==> src/rtl/huff_pkg.sv <==
// Shared types and constants for the canonical Huffman code-table builder.
// Optional feature macro: HUFFTREE_OVERSUB_CHK_EN (Kraft oversubscription flag).
package huff_pkg;

  localparam int CODE_W  = 5;
  localparam int LEN_W   = 4;
  localparam int MAX_LEN = 5;
  localparam int SYM_W   = 6;

  typedef enum logic [2:0] {IDLE, COUNT, CALC, ASSIGN, DONE} state_t;

  typedef logic [CODE_W-1:0] code_t;
  typedef logic [LEN_W-1:0]  len_t;

endpackage

==> src/rtl/huff_next_code_calc.sv <==
// Combinational first-code-per-length calculation from the length histogram.
// With HUFFTREE_OVERSUB_CHK_EN defined it also flags length sets whose
// Kraft sum exceeds one (more codes requested than the code space holds).
module huff_next_code_calc
  import huff_pkg::*;
(
  input  logic [MAX_LEN:1][SYM_W-1:0]  bl_count,
  output logic [MAX_LEN:1][CODE_W-1:0] next_code
`ifdef HUFFTREE_OVERSUB_CHK_EN
  ,
  output logic                         oversub
`endif
);

  code_t            code;
  code_t            sum;
  logic [SYM_W-1:0] prev;

  // Walk lengths 1..MAX_LEN, shifting the running code; wraps modulo 2^CODE_W.
  always_comb begin
    code      = '0;
    sum       = '0;
    prev      = '0;
    next_code = '0;
    for (int b = 1; b <= MAX_LEN; b++) begin
      sum          = code + prev[CODE_W-1:0];
      code         = {sum[CODE_W-2:0], 1'b0};
      next_code[b] = code;
      prev         = bl_count[b];
    end
  end

`ifdef HUFFTREE_OVERSUB_CHK_EN
  logic signed [12:0] left;
  logic               over;

  // Remaining code space per length; any negative step means oversubscribed.
  always_comb begin
    left = 13'sd1;
    over = 1'b0;
    for (int b = 1; b <= MAX_LEN; b++) begin
      left = (left <<< 1) - $signed({7'b0, bl_count[b]});
      if (left < 0) over = 1'b1;
    end
  end

  assign oversub = over;
`endif

endmodule

==> src/rtl/huff_tree_gen.sv <==
// Canonical Huffman code-table builder: counts code lengths from an external
// buffer, derives first codes per length, then writes {code, length} per symbol.
// Optional feature macro: HUFFTREE_OVERSUB_CHK_EN adds the oversub output.
module huff_tree_gen
  import huff_pkg::*;
#(
  parameter int HUFF_CODE_LEN = 8
) (
  input  logic                     clk,
  input  logic                     rst_n,
  input  logic                     inc,
  input  logic [5:0]               tree_num,
  input  logic [4:0]               buff_data,
  input  logic [5:0]               buff_addr_bias,
  output logic [8:0]               buff_addr,
  output logic [4:0]               huff_code,
  output logic [HUFF_CODE_LEN-1:0] huff_addr,
  output logic [3:0]               huff_len,
  output logic                     winc,
  output logic                     finish
`ifdef HUFFTREE_OVERSUB_CHK_EN
  ,
  output logic                     oversub
`endif
);

  state_t                       state, state_nx;
  logic [SYM_W-1:0]             tree_q;
  logic [SYM_W-1:0]             bias_q;
  logic [SYM_W-1:0]             index;
  logic [SYM_W-1:0]             sym_idx;
  logic                         rd_pend;
  logic                         idx_last;
  logic [MAX_LEN:1][SYM_W-1:0]  bl_count;
  logic [MAX_LEN:1][CODE_W-1:0] next_code;
  logic [MAX_LEN:1][CODE_W-1:0] calc_code;
  len_t                         len_eff;
  code_t                        sel_code;
`ifdef HUFFTREE_OVERSUB_CHK_EN
  logic                         calc_over;
`endif

  huff_next_code_calc u_calc (
    .bl_count  (bl_count),
    .next_code (calc_code)
`ifdef HUFFTREE_OVERSUB_CHK_EN
    ,
    .oversub   (calc_over)
`endif
  );

  assign idx_last  = (index == tree_q);
  assign sym_idx   = index - SYM_W'(1);
  assign buff_addr = {3'b000, bias_q} + {3'b000, index};

  // Clamp unsupported lengths to zero and pick the masked next code for this length.
  always_comb begin
    len_eff  = (buff_data > 5'(MAX_LEN)) ? '0 : len_t'(buff_data);
    sel_code = '0;
    for (int b = 1; b <= MAX_LEN; b++) begin
      if (len_eff == len_t'(b)) sel_code = next_code[b] & code_t'((1 << b) - 1);
    end
  end

  // State register.
  always_ff @(posedge clk or negedge rst_n) begin
    if (!rst_n) state <= IDLE;
    else        state <= state_nx;
  end

  // Next-state logic; each read pass ends on the drain cycle where index == tree_num.
  always_comb begin
    state_nx = state;
    case (state)
      IDLE:    if (inc) state_nx = (tree_num == '0) ? DONE : COUNT;
      COUNT:   if (idx_last) state_nx = CALC;
      CALC:    state_nx = ASSIGN;
      ASSIGN:  if (idx_last) state_nx = DONE;
      DONE:    state_nx = IDLE;
      default: state_nx = IDLE;
    endcase
  end

  // Datapath: read sweeps, histogram, code load, table writes and done pulse.
  always_ff @(posedge clk or negedge rst_n) begin
    if (!rst_n) begin
      tree_q    <= '0;
      bias_q    <= '0;
      index     <= '0;
      rd_pend   <= 1'b0;
      bl_count  <= '0;
      next_code <= '0;
      huff_code <= '0;
      huff_addr <= '0;
      huff_len  <= '0;
      winc      <= 1'b0;
      finish    <= 1'b0;
`ifdef HUFFTREE_OVERSUB_CHK_EN
      oversub   <= 1'b0;
`endif
    end else begin
      winc   <= 1'b0;
      finish <= (state == DONE);
      case (state)
        IDLE: begin
          if (inc) begin
            tree_q   <= tree_num;
            bias_q   <= buff_addr_bias;
            bl_count <= '0;
            index    <= '0;
            rd_pend  <= 1'b0;
`ifdef HUFFTREE_OVERSUB_CHK_EN
            oversub  <= 1'b0;
`endif
          end
        end
        COUNT, ASSIGN: begin
          if (!idx_last) begin
            index   <= index + SYM_W'(1);
            rd_pend <= 1'b1;
          end else begin
            rd_pend <= 1'b0;
          end
          if (rd_pend && state == COUNT) begin
            for (int b = 1; b <= MAX_LEN; b++) begin
              if (len_eff == len_t'(b)) bl_count[b] <= bl_count[b] + SYM_W'(1);
            end
          end
          if (rd_pend && state == ASSIGN) begin
            winc      <= 1'b1;
            huff_addr <= HUFF_CODE_LEN'(sym_idx);
            huff_len  <= len_eff;
            huff_code <= sel_code;
            for (int b = 1; b <= MAX_LEN; b++) begin
              if (len_eff == len_t'(b)) next_code[b] <= next_code[b] + CODE_W'(1);
            end
          end
        end
        CALC: begin
          next_code <= calc_code;
          index     <= '0;
          rd_pend   <= 1'b0;
`ifdef HUFFTREE_OVERSUB_CHK_EN
          oversub   <= calc_over;
`endif
        end
        default: ;
      endcase
    end
  end

endmodule

==> config.mk <==
export PLATFORM = sky130hd
export DESIGN_NAME = huff_tree_gen
export DESIGN_NICKNAME = d
export VERILOG_FILES = /design/src/rtl/huff_pkg.sv /design/src/rtl/huff_next_code_calc.sv /design/src/rtl/huff_tree_gen.sv
export SDC_FILE = /design/constraint.sdc
export NUM_CORES = 1
export LEC_CHECK = 0
export ABC_AREA = 1
export ABC_CLOCK_PERIOD_IN_PS = 3300
export BUFFER_PORTS_ARGS = -buffer_cell sky130_fd_sc_hd__buf_2
export CAP_MARGIN = 40
export CORE_MARGIN = 1
export CORE_UTILIZATION = 40
export DETAILED_ROUTE_END_ITERATION = 7
export PLACE_DENSITY_LB_ADDON = 0.15
export SETUP_SLACK_MARGIN = 0.02
export SYNTH_ARGS = -nofsm -noshare
export SYNTH_HDL_FRONTEND = slang
export SYNTH_HIERARCHICAL = 1
export SYNTH_SLANG_ARGS = --single-unit
export TNS_END_PERCENT = 20
==> constraint.sdc <==
create_clock -name clk -period 3.3 [get_ports clk]
set_clock_uncertainty 0.2 [all_clocks]
set_input_delay 0.165 -clock clk [delete_from_list [all_inputs] [get_ports clk]]
set_output_delay 0.165 -clock clk [all_outputs]
set_load 0.02 [all_outputs]
Word-level counts from Yosys, hierarchy flattened. Cells that the tools add are included.

$add $sub $neg: 16. Muxes and demuxes: 34. Shift-type cells: 0. Bitwise gates (word level): 0. Equality and inequality tests: 21. Reduce and logical (&&, ||, !) cells: 23. Order comparisons: 1. Multipliers: 0. Divide/modulo/power cells: 0.

Operators with widths (number): 30-bit 2-to-1 mux (2); 30-bit one-hot mux with 2 select lines (1); 25-bit one-hot mux with 2 select lines (1); 6-bit 2-to-1 mux (7); 6-bit by 1-bit adder with 6-bit output (second input constant) (6); 5-bit 2-to-1 mux (6); 5-bit by 1-bit adder with 5-bit output (second input constant) (5); 25-bit 2-to-1 mux (1); 2-bit inequality test (second input constant) (11); 3-bit AND reduction (7); 4-bit AND reduction (5); 6-bit one-hot mux with 3 select lines (1); 3-bit 2-to-1 mux (5); 4-bit adder (3); 3-bit one-hot mux with 4 select lines (1); 4-bit by 2-bit == test with 1-bit output (second input constant) (2); 4-bit by 3-bit == test with 1-bit output (second input constant) (2); 4-bit 2-to-1 mux (2); 6-bit by 6-bit adder with 7-bit output (1); 3-bit by 2-bit == test with 1-bit output (second input constant) (2); 6-bit == test (1); 6-bit zero test (1); 2-bit AND reduction (3); 6-bit by 1-bit subtractor with 6-bit output (second input constant) (1); other kinds (12) (18).

Output and inout bits: 28. Memory bits (writable): 0. Register bits after elaboration: 94. Word-level logic and storage cells: 115. Memories kept: 0. Bits in latches: 0. Memory bits (read-only): 0.

Depth between registers and ports, before layout. Gate-level depths: netlist of run 1.

Depth after elaboration: 8. Depth in mapped cells: 11.

Cells and area by module. Netlist of run 1, hierarchy kept.

By module, submodules not included: huff_tree_gen (instances 1, sequential area each 2102.0 um2, area an instance 4808.4 um2, cells an instance 616); huff_next_code_calc (instances 1, sequential area each 0.0 um2, area an instance 340.3 um2, cells an instance 53).

Worst setup path before layout of run 1. OpenSTA, ideal clock, no wires.

Kind: register to output. From: register index[0]. To: output port buff_addr[6]. Setup slack: 1.201 ns. Cell stages (with the launch flop): 7. Data arrival time: 1.734 ns. Required time: 2.935 ns. Cell sequence: dfrtp_1 -> ha_1 -> inv_1 -> fa_1 -> o21ai_0 -> a21oi_1 -> o21bai_1.

Word-level cells in the longest chain between the ends: 1.

Ends and longest elaborated chain: start: declaration (line huff_tree_gen.sv:30) `logic [SYM_W-1:0] index;`; start signal: assignment (line huff_tree_gen.sv:119) `index <= index + SYM_W'(1);`; 6-bit by 6-bit adder with 7-bit output (line huff_tree_gen.sv:54) `assign buff_addr = {3'b000, bias_q} + {3'b000, index};`; end: declaration (line huff_tree_gen.sv:15) `output logic [8:0] buff_addr,`.

Every way passes these cells.

Worst setup path after layout of run 1. Same ends and word-level chain as after synthesis.

==> key figures, run 1 <==
STA
  • Final Cycle Share: 0.766
  • Final Slew Violations: 0
  • Final Hold Viols: 0
  • Setup TNS: 0 ns
  • Slew @ Worst Pin: between 0.6 and 0.7 ns
  • F_max: just under 0.4 GHz
  • Max-slew headroom: 0.536
  • Hold slack: ~0.014 ns
  • Tmin final: 2.53 ns
  • Endpoints failing setup: 0
  • RSZ-0062 raised after global routing: false

Clock tree
  • CTS tree: yes
  • CTS clock-pin slew for the worst setup and hold paths: roughly 0.070 ns
  • Max Buffers Root-to-Sink: 2
  • Clock sinks: 64
  • Total CTS buffers: 9
  • Setup bufs post-CTS: 0
  • Later-pin clock latency in the skew report: 0.34 ns
  • Htree depth: 3
  • CTS resizes: 0
  • Clock tree root buffer cell: clkbuf_8

Hold path
  • Hold depth: 3
  • Endpoint, Worst Hold: huff_len[0]
  • Min-delay src: buff_data[0]
  • Worst Hold Class: primary input to register

GRT
  • Largest net degree at the start of global routing: 30
  • GRT Overall Usage: 0.183
  • Antenna violations before repair: 0
  • First-pass GRT wire length: roughly 14000 microns
  • Number of global-route vias before repair: 2956
  • Overflow after GRT: 0

Routing
  • WL final: 8500 microns
  • Number of iterations in the first detailed-routing pass: 4
  • Routed length per instance: ~12 microns
  • WL met1: 4610 microns
  • Top Metal Used: met4
  • WL met3: 269 microns
  • DRT antenna net count: 0
  • Initial DRC Count: approximately 130
  • DR vias: 3241
  • DR WL met2: 3500 microns
  • Vias per inst: 4.68
  • DRC Markers: 0

Setup path
  • Buffers & Inverters on Critical Path: 2
  • Kind of critical path: register to output port
  • CP peak stage delay: around 0.45 ns
  • Endpoint class of the critical path: output port
  • Worst path arrival time: 2.16 ns
  • CP cell instances: ha_1, inv_1, fa_1, o21ai_0, a21oi_1, o21bai_1, buf_2
  • Slowest stage cell, crit path: dfrtp_1
  • Worst R2R Path Depth: 11
  • Top delay family on crit path: adder cells
  • Max FO, Critical Path: 7
  • Worst R2R End: next_code[24]
  • Worst EP required: ~3 ns
  • Worst R2R Start: bl_count[0]
  • Crit path launch type: register
  • Worst reg2reg setup slack: 1.13 ns

Yosys
  • Syn Area/Cell: slightly below 8 sq um
  • YS warnings: 6
  • Mapped Area: slightly below 4000 sq um
  • Mapped Cells: 509

Floorplan
  • Die area: about 10000 sq um
  • Ports: 48
  • Std cell rows: 35
  • Die Wd: 101 microns
  • DIE HEIGHT: approximately 100 microns
  • Initial Util: 0.419
  • Core area: 9370 sq um

Power
  • Sequential share of power: 0.328
  • PD cells: roughly 940 nW/um^2
  • Leak: between 0.002 and 0.0025 uW
  • Net Sw Frac: 0.472
  • VDD IR-drop max: 0.354 mV
  • Switch Pwr: between 1500 and 2000 uW
  • Int Pwr: 2230 uW
  • Clk network pwr share: 0.152
  • Comb pwr share: 0.519

Layout
  • Final Util: 0.476
  • Area grow syn2layout: 13.7%
  • N_diodes: 0
  • Share of layout cells above drive strength 1: 0.156
  • Final net count: approximately 600

Place
  • Gpl congestion: a little under 0.9
  • Port bufs: 43
  • Dpl hpwl: between 6000 and 7000 microns

Status
  • Status: complete, no violations

Flow run
  • Maxcap violations: 0
stage by stage:
| step | worst slack [ns] | power [uW] | instances | area, sq um |
|---|---|---|---|---|
| CTS | 0.742 | 4260 | 692 | 4460 |
| global placement | 1.18 | 3540 | 663 | 4150 |
| floorplan | 1.20 | 3140 | 516 | 3950 |
| detailed placement | 1.13 | 3580 | 663 | 4150 |
| finish | 0.772 | 4220 | 692 | 4460 |
| global route | 0.567 | 4630 | 692 | 4460 |
timing repair:
action / in CTS / in global routing
endpoints found under the setup margin: 0 / 0
hold endpoints to repair: 39 / 0
hold buffers: 13 / 0
cells in the final DEF, fill, tap and decap left out, types with 2 or more instances in the layout:
master / n
nand2_1: 186
or2_2: 4
a21oi_2: 2
fa_1: 3
nand2_2: 4
xor2_1: 13
inv_1: 52
nor2_2: 3
clkbuf_8: 9
xnor2_1: 5
dfrtp_1: 64
nor2_1: 19
nor3_1: 3
a21oi_1: 3
conb_1: 9
o21ai_1: 11
dlygate4sd3_1: 13
clkbuf_1: 3
o21ai_0: 40
inv_2: 4
clkinv_2: 3
buf_2: 43
nor2_4: 5
nand3_1: 22
buf_4: 3
a21oi_4: 2
ha_1: 17
mux2_2: 5
o31ai_1: 2
nand4_1: 5
per-layer routing:
metal	GRT usage	vias up
li1	-	1682
met1	0.277	1496
met2	0.254	53
met3	0.0340	10
met4	0.0702	0
met5	0	-
state kept, by name, indices dropped and copies added (netlist names):
register	count
next_code	15
bl_count	10
bias_q	6
huff_addr	6
index	6
tree_q	6
huff_code	5
huff_len	4
state	3
finish	1
rd_pend	1
winc	1
worst register-to-register path, delay by kind of cell, from the launching register on:
kind                       cells  cell delay (ns)
AOI/OAI and AO/OA              1             0.07
buffers and inverters          1             0.06
DFF                            1             0.41
adders and majority gates      2             0.92
and+or+nand+nor                7             0.39
power groups by stage:
stage          Combinational [uW]  Sequential, uW  Clock (uW)
2_1_floorplan                1730            1400           0
3_3_place_gp                 2150            1390           0
3_5_place_dp                 2180            1400           0
4_1_cts                      2210            1390         666
5_1_grt                      2500            1440         697
6_report                     2190            1390         643
final cells by class:
cell class | count | area, sq um
flip-flops and latches | 64 | 1600
fillers | 939 | 4910
multi-input cells | 368 | 1940
clock inverters | 4 | 45.0
repair buffers | 59 | 368
inverters | 56 | 210
clock buffers | 12 | 135
well taps | 129 | 161
how the worst max path moves through the flow:
stage / startpoint / to / slack, ns / cells past startpoint
floorplan: index[0] / buff_addr[6] / 1.20 / 6
global placement: index[0] / buff_addr[6] / 1.18 / 7
detailed placement: index[0] / buff_addr[6] / 1.13 / 7
CTS: index[0] / buff_addr[6] / 0.74 / 7
global route: index[0] / buff_addr[6] / 0.57 / 7
finish: index[0] / buff_addr[6] / 0.77 / 7
Note: power is estimated with default switching activity, not from simulation.
==> run 2, diff against run 1 <==
--- a/config.mk
+++ b/config.mk
@@ -6,7 +6,7 @@
 export NUM_CORES = 1
 export LEC_CHECK = 0
 export ABC_AREA = 1
-export ABC_CLOCK_PERIOD_IN_PS = 3300
+export ABC_CLOCK_PERIOD_IN_PS = 2100
 export BUFFER_PORTS_ARGS = -buffer_cell sky130_fd_sc_hd__buf_2
 export CAP_MARGIN = 40
 export CORE_MARGIN = 1
==> constraint.sdc (replaced) <==
create_clock -name clk -period 2.1 [get_ports clk]
set_clock_uncertainty 0.2 [all_clocks]
set_input_delay 0.105 -clock clk [delete_from_list [all_inputs] [get_ports clk]]
set_output_delay 0.105 -clock clk [all_outputs]
set_load 0.02 [all_outputs]
==> run 2 against run 1 <==
  * The flow now finishes with violations (negative setup slack)
  * Wire length grew 0.11%
  * Combinational power is 69% higher
  * Sequential share of layout area is 1.5 points lower
  * Sequential power is 54% higher
  * Largest power group unchanged
  * Final cell count grew 2.0%
  * Critical path depth is the same
  * Register-to-register slack got worse by 1.1 ns
  * Highest routed layer unchanged
==> key figures, run 2 (same netlist as run 1, synthesis figures left out) <==
STA
  • Final Hold Viols: 0
  • Final Slew Violations: 0
  • Endpoints failing setup: 1
  • Tmin final: 2.11 ns
  • Worst Slack Setup Final: -0.00749 ns
  • F_max: around 0.47 GHz
  • Max-slew headroom: 0.612
  • RSZ-0062 raised after global routing: true
  • Final Cycle Share: 1.00
  • Slew @ Worst Pin: 0.582 ns

Power
  • Leak: about 0.0024 uW
  • VDD IR-drop max: between 0.5 and 0.6 mV
  • Total power: about 6900 uW
  • PD cells: between 1000 and 1500 nW/um^2

GRT
  • First-pass GRT wire length: between 10000 and 15000 microns
  • Largest net degree at the start of global routing: 43
  • GRT Overall Usage: 0.187
  • Antenna violations before repair: 0
  • Number of global-route vias before repair: slightly above 3000
  • Overflow after GRT: 0

Layout
  • N_diodes: 0
  • Area grow syn2layout: 18.8%
  • Final net count: ~610
  • Post-route insts no fill: about 710
  • Most frequent cells in the layout: nand2_1, dfrtp_1, inv_1
  • Commonest non-fill, non-tap cell in the layout: nand2_1
  • Cell area after layout: 4670 sq um
  • Top reg by flops: next_code
  • # fillers: between 900 and 1000
  • Share of layout cells above drive strength 1: 0.187
  • FF/Latch Area: around 1600 sq um
  • Largest register FFs: 15
  • Area of the multi-input gates: approximately 2000 sq um
  • Biggest regs: next_code: 15 flops, bl_count: 10 flops

Clock tree
  • CTS tree: yes
  • Later-pin clock latency in the skew report: between 0.3 and 0.4 ns
  • Clock tree root buffer cell: clkbuf_8
  • Total CTS buffers: 9
  • Max Buffers Root-to-Sink: 2
  • CTS clock-pin slew for the worst setup and hold paths: roughly 0.070 ns
  • Setup bufs post-CTS: 0
  • Htree depth: 3
  • Clock sinks: 64

Flow run
  • Maxcap violations: 0

Setup path
  • Worst R2R Start: bl_count[0]
  • Setup crit start: bias_q[0]
  • Max FO, Critical Path: 3
  • Kind of critical path: register to output port
  • Endpoint class of the critical path: output port
  • Crit path launch type: register
  • Worst path arrival time: approximately 1.8 ns
  • Worst EP required: approximately 1.8 ns

Place
  • Dpl hpwl: between 6000 and 7000 microns
  • Port bufs: between 40 and 50
  • Gpl congestion: roughly 0.8
  • Placed Cells: a little under 700
  • Placed cell area: approximately 4200 sq um

Routing
  • DRT antenna net count: 0
  • Initial DRC Count: 172
  • Number of iterations in the first detailed-routing pass: 4
  • Vias per inst: 4.57
  • Routed length per instance: around 12 microns
  • WL final: between 8000 and 9000 microns
  • DRC Markers: 0
  • DR vias: around 3200

Status
  • Status: complete, but fails checks
  • Failing checks: negative setup slack

Floorplan
  • Die Wd: 101 microns
  • Die area: a little over 10000 sq um
  • Core area: 9370 sq um
  • Ports: 48
  • Std cell rows: 35
  • Initial Util: 0.419
  • DIE HEIGHT: approximately 100 microns

Hold path
  • Worst Hold Class: primary input to register
  • Min-delay src: buff_data[3]
run 2: changes by cell type in the layout (fill, tap and decap cells not counted), moves of 2 or more:
cell,delta
buf_4,+12
dlygate4sd3_1,+4
ha_1,-4
buf_2,-3
ha_4,+3
clkbuf_8,+2
dfrtp_1,-2
dfrtp_2,+2
run 2: routing by layer:
layer  vias to the layer above  wire [microns]  track usage
met5                         -               0            0
met4                         0              85       0.0635
met1                      1459            4500        0.269
li1                       1696               -            -
met2                        62            3620        0.280
met3                         6             307       0.0340
run 2: critical path, stage by stage (launching register included):
cell and delay [ns]:
dfrtp_1 0.35, ha_2 0.21, inv_2 0.04, fa_2 0.36, o21ai_2 0.15, a21oi_1 0.08
o21bai_1 0.13, buf_4 0.16
run 2: cell type report:
type                    instances  share of cell area
clock inverters                 3             0.00858
clock buffers                  13              0.0340
multi-input cells             368               0.426
well taps                     129              0.0346
inverters                      56              0.0450
repair buffers                 73               0.108
flip-flops and latches         64               0.344
run 2: through the flow:
stage           util  setup slack (ns)  setup TNS, ns  hold WS (ns)
5_1_grt        0.498            -0.129         -0.378        0.0294
2_1_floorplan      -            0.0607              0        -0.391
4_1_cts        0.498           -0.0263        -0.0263       0.00631
3_3_place_gp   0.453            0.0515              0       -0.0566
3_5_place_dp   0.453          -0.00212       -0.00212       -0.0535
6_report       0.498          -0.00749       -0.00749        0.0232
run 2: report_power, final:
part           internal (uW)  switching [uW]
Clock                    611             472
Sequential              1740             399
Combinational           1400            2300
run 2: path summary, 6_finish.rpt:
check	end	slack [ns]	cells past startpoint
max	buff_addr[6]	-0.007	7
min	huff_len[1]	0.02	6
max reg2reg	next_code[24]	0.02	11
min reg2reg	huff_code[2]	0.27	2
max in group asynchronous	bias_q[2]	0.97	3
min in group asynchronous	tree_q[5]	0.10	2
run 2: timing repair:
| action | in CTS | in global routing |
|---|---|---|
| gates resized for setup | 11 | 2 |
| gates cloned | 0 | 0 |
| endpoints found under the setup margin | 5 | 5 |
| hold endpoints to repair | 38 | 0 |
| pin swaps | 2 | 0 |
| hold buffers | 17 | 0 |
==> run 3, diff against run 2 <==
--- a/config.mk
+++ b/config.mk
@@ -9,7 +9,7 @@
 export ABC_CLOCK_PERIOD_IN_PS = 2100
 export BUFFER_PORTS_ARGS = -buffer_cell sky130_fd_sc_hd__buf_2
 export CAP_MARGIN = 40
-export CORE_MARGIN = 1
+export CORE_MARGIN = 2
 export CORE_UTILIZATION = 40
 export DETAILED_ROUTE_END_ITERATION = 7
 export PLACE_DENSITY_LB_ADDON = 0.15
==> run 3 against run 2 <==
  * Global-route usage grew 0.38 points
  * Sequential power about the same
  * Critical endpoint unchanged
  * The run still ends with negative setup slack left
  * Flip-flop and latch count did not move
==> key figures, run 3 (same netlist as run 1, synthesis figures left out) <==
Hold path
  • Worst Hold Class: primary input to register

Layout
  • Commonest non-fill, non-tap cell in the layout: nand2_1
  • Largest register FFs: 15
  • N_diodes: 0
  • Most frequent cells in the layout: nand2_1, dfrtp_1, inv_1
  • Biggest regs: next_code: 15 flops, bl_count: 10 flops
  • Share of layout cells above drive strength 1: 0.201
  • Final net count: 618
  • FF/Latch Area: about 1600 sq um
  • Area grow syn2layout: 22.7%
  • Final Util: 0.500
  • Area of the multi-input gates: 2010 sq um
  • # fillers: approximately 1000
  • Top reg by flops: next_code
  • Cell area after layout: 4820 sq um

Routing
  • WL met3: roughly 350 microns
  • DRT antenna net count: 0
  • DR WL met2: 3850 microns
  • DR vias: approximately 3300
  • WL final: approximately 9000 microns
  • Number of iterations in the first detailed-routing pass: 4
  • Top Metal Used: met4
  • WL met1: ~4600 microns
  • Initial DRC Count: ~120
  • DRC Markers: 0
  • Routed length per instance: 12.6 microns
  • Vias per inst: around 4.6

STA
  • Tmin final: 2.14 ns
  • Endpoints failing setup: 1
  • Max-slew headroom: 0.627
  • F_max: 0.467 GHz
  • Final Hold Viols: 0
  • Final Slew Violations: 0
  • RSZ-0062 raised after global routing: true
  • Final Cycle Share: 1.02
  • Worst Slack Setup Final: -0.0402 ns
  • Slew @ Worst Pin: 0.560 ns

Floorplan
  • Core area: around 9600 sq um
  • Die area: roughly 11000 sq um
  • Ports: 48
  • Initial Util: 0.407
  • Std cell rows: 36
  • Die Wd: roughly 100 microns
  • DIE HEIGHT: between 100 and 150 microns

Status
  • Failing checks: negative setup slack
  • Status: complete, but fails checks

Setup path
  • Worst path arrival time: 1.84 ns
  • Max FO, Critical Path: 2
  • Kind of critical path: register to output port
  • Crit path launch type: register
  • Worst EP required: approximately 1.8 ns
  • Endpoint class of the critical path: output port
  • Worst reg2reg setup slack: approximately 0.12 ns

Power
  • Leak: ~0.0025 uW
  • Net Sw Frac: 0.447
  • Switch Pwr: ~3300 uW
  • Sequential share of power: 0.290
  • Clk network pwr share: 0.185
  • Int Pwr: about 4000 uW
  • VDD IR-drop max: around 0.79 mV
  • PD cells: between 1500 and 2000 nW/um^2
  • Comb pwr share: 0.525

Clock tree
  • Later-pin clock latency in the skew report: around 0.36 ns
  • CTS clock-pin slew for the worst setup and hold paths: roughly 0.07 ns
  • Htree depth: 3
  • CTS tree: yes
  • Total CTS buffers: 9
  • Clock tree root buffer cell: clkbuf_8
  • Clock sinks: 64
  • Max Buffers Root-to-Sink: 2

GRT
  • GRT Overall Usage: 0.190
  • Number of global-route vias before repair: ~3300
  • First-pass GRT wire length: 15700 microns
  • Overflow after GRT: 0
  • Largest net degree at the start of global routing: 26
  • Antenna violations before repair: 0

Place
  • Placed cell area: ~4300 sq um
  • Port bufs: 43
  • Dpl hpwl: 6520 microns
  • Gpl congestion: roughly 0.82

Flow run
  • Maxcap violations: 0
## run 3: critical path, stage by stage, from the launching register on
cell,delay (ns)
dfrtp_1,0.36
ha_2,0.20
inv_2,0.04
fa_2,0.35
o21ai_2,0.16
a21oi_1,0.08
o21bai_1,0.13
buf_4,0.16
## run 3: area by class of cell
class	count	share of cell area
inverter	56	0.0436
clock inverter	5	0.0213
multi-input combinational	368	0.418
tap	133	0.0345
timing repair buffer	79	0.119
clock buffer	11	0.0314
sequential	64	0.333
## run 3: worst paths after layout
kind,cells after the start,startpoint,end
worst max-delay path,7,bias_q[0],buff_addr[6]
worst min-delay path,4,inc,tree_q[3]
worst max register to register,11,bl_count[0],next_code[24]
worst min register to register,2,huff_len[3],huff_len[3]
max in group asynchronous,3,rst_n,bl_count[7]
min in group asynchronous,2,rst_n,huff_len[3]
## run 3: per-layer routing
layer,vias to the layer above,global-route usage
met2,74,0.295
met1,1528,0.267
met3,12,0.0312
li1,1711,-
met5,-,0
met4,0,0.0739
## run 3: power by group through the flow
stage               Combinational (uW)  Clock, uW  Sequential, uW
floorplan                         2720          0            2210
global placement                  3610          0            2120
detailed placement                3660          0            2140
CTS                               3800       1390            2140
global route                      4450       1460            2220
finish                            3880       1370            2150
## run 3: per-stage QoR
stage / setup WS [ns] / cells / setup TNS, ns / power [uW] / hold slack [ns]
after floorplan: 0.0607 / 516 / 0 / 4930 / -0.391
after CTS: -0.0439 / 715 / -0.0439 / 7330 / 0.0105
final: -0.0402 / 716 / -0.0402 / 7390 / 0.00989
after global routing: -0.161 / 716 / -0.439 / 8120 / 0.0472
after detailed placement: 0.0259 / 679 / 0 / 5800 / -0.0751
after global placement: 0.0645 / 679 / 0 / 5730 / -0.0758
## run 3: what timing repair did
action,in CTS,in global routing
gates resized for setup,12,6
hold endpoints to repair,83,0
setup endpoints to repair,4,5
buffers inserted,1,1
pin swaps,3,3
hold buffers,19,0
